==> src/rtl/piso_serial_tx.sv <==
// piso_serial_tx: parallel-in/serial-out transmitter, source end of a din/dout serial link.
//
// A WIDTH-bit word is accepted over a valid/ready handshake and driven one bit per clock onto
// a registered serial line. Frames are marked with dout_valid/dout_last. A new word may be
// accepted on the final bit of the current frame, giving gapless back-to-back frames.
//
// Optional feature (compile-time macro PISO_SERIAL_TX_PARITY_EN):
//   defined   - an even-parity bit (XOR of the word) follows the data bits, NBITS = WIDTH+1
//   undefined - data bits only, NBITS = WIDTH
//
// Parameters:
//   WIDTH      data bits per word (>= 2)
//   MSB_FIRST  1: bit WIDTH-1 first (shift left); 0: bit 0 first (shift right)
//
// Ports:
//   clk         in   clock, all state updates on posedge
//   rst         in   asynchronous active-high reset
//   load_valid  in   upstream word available
//   load_ready  out  word can be accepted this cycle (from registered state only)
//   load_data   in   word, sampled on the accept edge only
//   dout        out  serial data bit (registered)
//   dout_valid  out  dout carries a frame bit
//   dout_last   out  dout is the final bit of the frame
//   busy        out  frame in progress (same as dout_valid)

module piso_serial_tx #(
  parameter int unsigned WIDTH     = 8,
  parameter bit          MSB_FIRST = 1'b1
) (
  input  logic             clk,
  input  logic             rst,
  input  logic             load_valid,
  output logic             load_ready,
  input  logic [WIDTH-1:0] load_data,
  output logic             dout,
  output logic             dout_valid,
  output logic             dout_last,
  output logic             busy
);

`ifdef PISO_SERIAL_TX_PARITY_EN
  localparam int unsigned NBITS = WIDTH + 1;
`else
  localparam int unsigned NBITS = WIDTH;
`endif
  localparam int unsigned CW = $clog2(NBITS + 1);

  localparam logic [CW-1:0] LastCnt     = CW'(NBITS - 1);
  localparam logic [CW-1:0] DataLastCnt = CW'(WIDTH - 1);

  typedef enum logic [0:0] {
    StIdle,
    StShift
  } state_e;

  state_e           r_state, w_state_nxt;
  logic [CW-1:0]    r_cnt, w_cnt_nxt;
  logic [WIDTH-1:0] r_shreg, w_shreg_nxt;
  logic             r_dout, w_dout_nxt;

  logic             w_accept;
  logic             w_last;
  logic             w_first_bit;
  logic [WIDTH-1:0] w_first_rest;
  logic             w_next_bit;
  logic [WIDTH-1:0] w_next_rest;
  logic             w_par_slot;
  logic             w_par_bit;
  logic             w_par_nxt;

  // Parity is captured at accept time so the shift register can be consumed freely.
`ifdef PISO_SERIAL_TX_PARITY_EN
  logic r_par;

  always_ff @(posedge clk or posedge rst) begin
    if (rst) begin
      r_par <= 1'b0;
    end else begin
      r_par <= w_par_nxt;
    end
  end

  assign w_par_nxt  = w_accept ? ^load_data : r_par;
  assign w_par_bit  = r_par;
  assign w_par_slot = (r_cnt == DataLastCnt);
`else
  assign w_par_nxt  = 1'b0;
  assign w_par_bit  = 1'b0;
  assign w_par_slot = 1'b0;
`endif

  assign w_last     = (r_state == StShift) && (r_cnt == LastCnt);
  // Gated by rst so the upstream never sees ready while the block is held in reset.
  assign load_ready = ~rst & ((r_state == StIdle) | w_last);
  assign w_accept   = load_valid & load_ready;

  assign dout       = r_dout;
  assign dout_valid = (r_state == StShift);
  assign dout_last  = w_last;
  assign busy       = dout_valid;

  // First bit goes straight to the output flop; the shift register keeps the remainder.
  always_comb begin
    if (MSB_FIRST) begin
      w_first_bit  = load_data[WIDTH-1];
      w_first_rest = {load_data[WIDTH-2:0], 1'b0};
      w_next_bit   = r_shreg[WIDTH-1];
      w_next_rest  = {r_shreg[WIDTH-2:0], 1'b0};
    end else begin
      w_first_bit  = load_data[0];
      w_first_rest = {1'b0, load_data[WIDTH-1:1]};
      w_next_bit   = r_shreg[0];
      w_next_rest  = {1'b0, r_shreg[WIDTH-1:1]};
    end
  end

  always_comb begin
    w_state_nxt = r_state;
    w_cnt_nxt   = r_cnt;
    w_shreg_nxt = r_shreg;
    w_dout_nxt  = r_dout;
    unique case (r_state)
      StIdle: begin
        if (w_accept) begin
          w_state_nxt = StShift;
          w_cnt_nxt   = '0;
          w_dout_nxt  = w_first_bit;
          w_shreg_nxt = w_first_rest;
        end
      end
      StShift: begin
        if (w_last) begin
          if (w_accept) begin
            w_cnt_nxt   = '0;
            w_dout_nxt  = w_first_bit;
            w_shreg_nxt = w_first_rest;
          end else begin
            w_state_nxt = StIdle;
            w_cnt_nxt   = '0;
            w_dout_nxt  = 1'b0;
            w_shreg_nxt = '0;
          end
        end else begin
          w_cnt_nxt = r_cnt + CW'(1);
          if (w_par_slot) begin
            w_dout_nxt = w_par_bit;
          end else begin
            w_dout_nxt  = w_next_bit;
            w_shreg_nxt = w_next_rest;
          end
        end
      end
      default: begin
        w_state_nxt = StIdle;
      end
    endcase
  end

  always_ff @(posedge clk or posedge rst) begin
    if (rst) begin
      r_state <= StIdle;
      r_cnt   <= '0;
      r_shreg <= '0;
      r_dout  <= 1'b0;
    end else begin
      r_state <= w_state_nxt;
      r_cnt   <= w_cnt_nxt;
      r_shreg <= w_shreg_nxt;
      r_dout  <= w_dout_nxt;
    end
  end

endmodule
==> config.mk <==
export PLATFORM = sky130hd
export DESIGN_NAME = piso_serial_tx
export DESIGN_NICKNAME = d
export VERILOG_FILES = /design/src/rtl/piso_serial_tx.sv
export SDC_FILE = /design/constraint.sdc
export NUM_CORES = 1
export LEC_CHECK = 0
export ABC_AREA = 1
export BUFFER_PORTS_ARGS = -buffer_cell sky130_fd_sc_hd__buf_2
export CAP_MARGIN = 20
export CORE_AREA = 2 2 39 41
export CTS_BUF_LIST = sky130_fd_sc_hd__clkbuf_8
export DETAILED_ROUTE_END_ITERATION = 7
export DIE_AREA = 0 0 41 43
export PLACE_DENSITY_LB_ADDON = 0.25
export REMOVE_ABC_BUFFERS = 1
export SLEW_MARGIN = 20
export SYNTH_ARGS = -nofsm -noshare
export SYNTH_HDL_FRONTEND = slang
export SYNTH_SLANG_ARGS = --single-unit
==> constraint.sdc <==
create_clock -name clk -period 1.9 [get_ports clk]
set_input_delay 0.19 -clock clk [delete_from_list [all_inputs] [get_ports clk]]
set_output_delay 0.19 -clock clk [all_outputs]
set_load 0.02 [all_outputs]
==> summary.txt <==
Clocking
  • Post-CTS Hold Fix Bufs: 1
  • CTS buffer count: 3
  • Clock Latency Late Sink: 0.24 ns
  • CTS Sinks: 13
  • Htree depth: 1
  • Root Driver: clkbuf_8
  • Clk buf depth: 2
  • Reg clk slew, reported paths: 0.05 ns
  • CTS tree: done
  • Post-cts repair resize count: 0
  • Postcts setup bufs: 0

Routing
  • DR WL/cell: approximately 12 µm
  • Routed Antenna Nets: 0
  • Drt first pass iters: 4
  • Via density: 5.25
  • Initial DRC count: 13
  • Total routed wirelength: 1.42 mm
  • Drt drc: 0
  • Vias: 640

STA
  • Final setup viols: 0
  • PnR worst setup slack: between 0.15 and 0.2 ns
  • Max-Slew Margin vs Limit: a little over three fifths
  • Setup Skew: slightly below 0.0008 ns
  • Minimum clock period: approximately 1.7 ns
  • RSZ-0062 raised after global routing: false
  • Endpoints failing hold: 0
  • Final Cycle Share: around nine tenths
  • TNS Setup: 0 ns
  • Slew Limit Fails: 0
  • Slew @ Worst Pin: about 0.55 ns
  • Max frequency: between 500 and 600 MHz
  • Hold WS: between 0.15 and 0.2 ns

Hold path
  • Worst Hold Class: primary input to flop
  • HP Start: load_data[0]
  • Hold path depth: 3

Power and ir drop
  • Clock Power Share: between 10% and 20%
  • Logic pwr share: approximately 43%
  • Pwr dens: ~1600 nW/µm²
  • Internal power: approximately 0.77 mW
  • Static Leak: between 0.4 and 0.5 nW
  • Sw Ratio: a little over two fifths
  • Maximum VDD drop: about 0.00098 V
  • NetSw: 0.570 mW
  • Sequential power share: 38.7%

Floorplan
  • Chip height: 43 µm
  • FP Rows: 14
  • Die area: 1760 µm²
  • Starting Density: about 53%
  • Die W: between 40 and 50 µm
  • Core ar.: roughly 1400 µm²
  • I/O pins: 16

Logic synthesis
  • Primary FF master, synth: dfrtp_1
  • Number of synthesized register bits: 13
  • Area share of the largest cell type after synthesis: about 44%
  • Fraction of registers with async set/reset: 100%
  • Synth warn: 0
  • Synth Instances: 90
  • Post-synth EDFFs: 0
  • Synthesized area per cell: 8.22 µm²
  • Mapped Area: between 700 and 800 µm²
  • Seq/Total Area, Yosys: 44.0%
  • Count leader, synth: nand2_1
  • Post-synth top cells: nand2_1 (15), dfrtp_1 (13), nor2_1 (11)
  • Post-synth cell types: 20
  • Cell accounting for the most synthesized area: dfrtp_1
  • Top cells by area, synth: dfrtp_1 (44%), nand2_1 (7.6%), nand3_1 (6.1%), nand4_1 (5.9%), nor2_1 (5.6%)

Setup path
  • CP Class: flop to primary output
  • Critical path arrival: around 1.6 ns
  • Setup crit end kind: primary output
  • Reg-to-reg startpoint: r_cnt[0]
  • Worst Path Required: between 1.5 and 2 ns
  • R2R depth: 5
  • Crit path max fanout: 11
  • Critical Path Source Type: flop
  • Crit. Startpoint: r_cnt[0]

Cells and area
  • Final Cell Area: around 850 µm²
  • Antenna Cells: 0
  • Final #Nets: around 120
  • Fraction of layout cells with a size suffix above 1: roughly a quarter
  • Util after Layout: between 60% and 70%
  • Synthesis-to-layout area growth: 14.7%

Run
  • Max Cap Viol: 0

Placement
  • Area after DPL: 793 µm²
  • DPL Wire Length: between 1 and 1.5 mm
  • I/O Buffers: 15
  • Pre-CTS WS: between 0.4 and 0.5 ns
  • RD Place Congestion: just over 0.7

Global route
  • Vias in the first global route: 559
  • First-pass GRT wire length: around 2.4 mm
  • Antenna violations before repair: 0
  • Total track usage: 19.8%
  • Largest net degree at the start of global routing: 19
  • Grt total ovfl: 0

Status
  • Status: finished clean
-- final timing paths --
kind	to	slack, ns
max reg2reg	r_cnt[1]	0.54
min	r_shreg[1]	0.20
min in group asynchronous	dout	0.52
max in group asynchronous	r_cnt[0]	0.98
max	load_ready	0.16
min reg2reg	r_shreg[1]	0.50
-- through the flow --
stage,power (mW),std cells
after floorplan,0.944,85
after global placement,1.08,117
after detailed placement,1.10,117
after CTS,1.35,122
after global routing,1.46,122
final,1.34,122
-- final cells by class --
type,count,area [µm²]
Fill cell,124,536
Sequential cell,13,325
Multi-Input combinational cell,58,313
Timing Repair Buffer,17,92.6
Inverter,14,52.6
Clock buffer,3,41.3
Tap cell,16,20.0
Clock inverter,1,3.75
-- layer usage --
| metal | GRT usage (%) | routed length, µm | up-vias |
|---|---|---|---|
| met2 | 28.4 | 683 | 20 |
| met5 | 0 | 0 | - |
| met3 | 6.28 | 73 | 2 |
| met4 | 6.00 | 10 | 0 |
| met1 | 27.8 | 650 | 294 |
| li1 | - | - | 324 |
-- worst max-delay path: stages, from the launching register on --
cell     delay [ns]
dfrtp_1        0.38
ha_1           0.25
nand3_4        0.15
nand2_4        0.15
inv_1          0.10
nor2_1         0.10
buf_2          0.17
-- cell families after synthesis --
| logic type | after synthesis | synth area share (%) |
|---|---|---|
| DFF | 13 | 44.0 |
| buffers and inverters | 19 | 13.7 |
| adders and majority gates | 1 | 1.69 |
| AOI/OAI and AO/OA | 13 | 11.5 |
| and+or+nand+nor | 44 | 29.1 |
-- layout by cell type (no fill, tap or decap) --
| master | netlist | final |
|---|---|---|
| a21oi_1 | 7 | 7 |
| a22o_1 | 1 | 1 |
| buf_2 | 0 | 15 |
| buf_4 | 3 | 1 |
| clkbuf_8 | 0 | 3 |
| clkinv_1 | 1 | 1 |
| dfrtp_1 | 13 | 13 |
| dlygate4sd3_1 | 0 | 1 |
| ha_1 | 1 | 1 |
| inv_1 | 10 | 11 |
| inv_2 | 3 | 3 |
| nand2_1 | 15 | 15 |
| nand2_4 | 1 | 1 |
| nand3_1 | 9 | 9 |
| nand3_4 | 1 | 1 |
| nand4_1 | 7 | 7 |
| nor2_1 | 11 | 11 |
| o21ai_0 | 2 | 2 |
| o21ai_2 | 1 | 1 |
| o21ai_4 | 1 | 1 |
| o22ai_1 | 1 | 1 |
-- state kept, by name, indices dropped and copies added, names as in the netlist --
name / cells
r_cnt: 4
busy: 1
dout: 1
r_shreg: 7
-- power by group through the flow --
stage               Combinational (mW)  Clock, mW  Sequential [mW]
floorplan                        0.407          0            0.537
global placement                 0.558          0            0.518
detailed placement               0.576          0            0.525
CTS                              0.584      0.244            0.519
global route                     0.661      0.258            0.543
finish                           0.580      0.240            0.519
No activity file was read; power rests on OpenSTA's default activity.
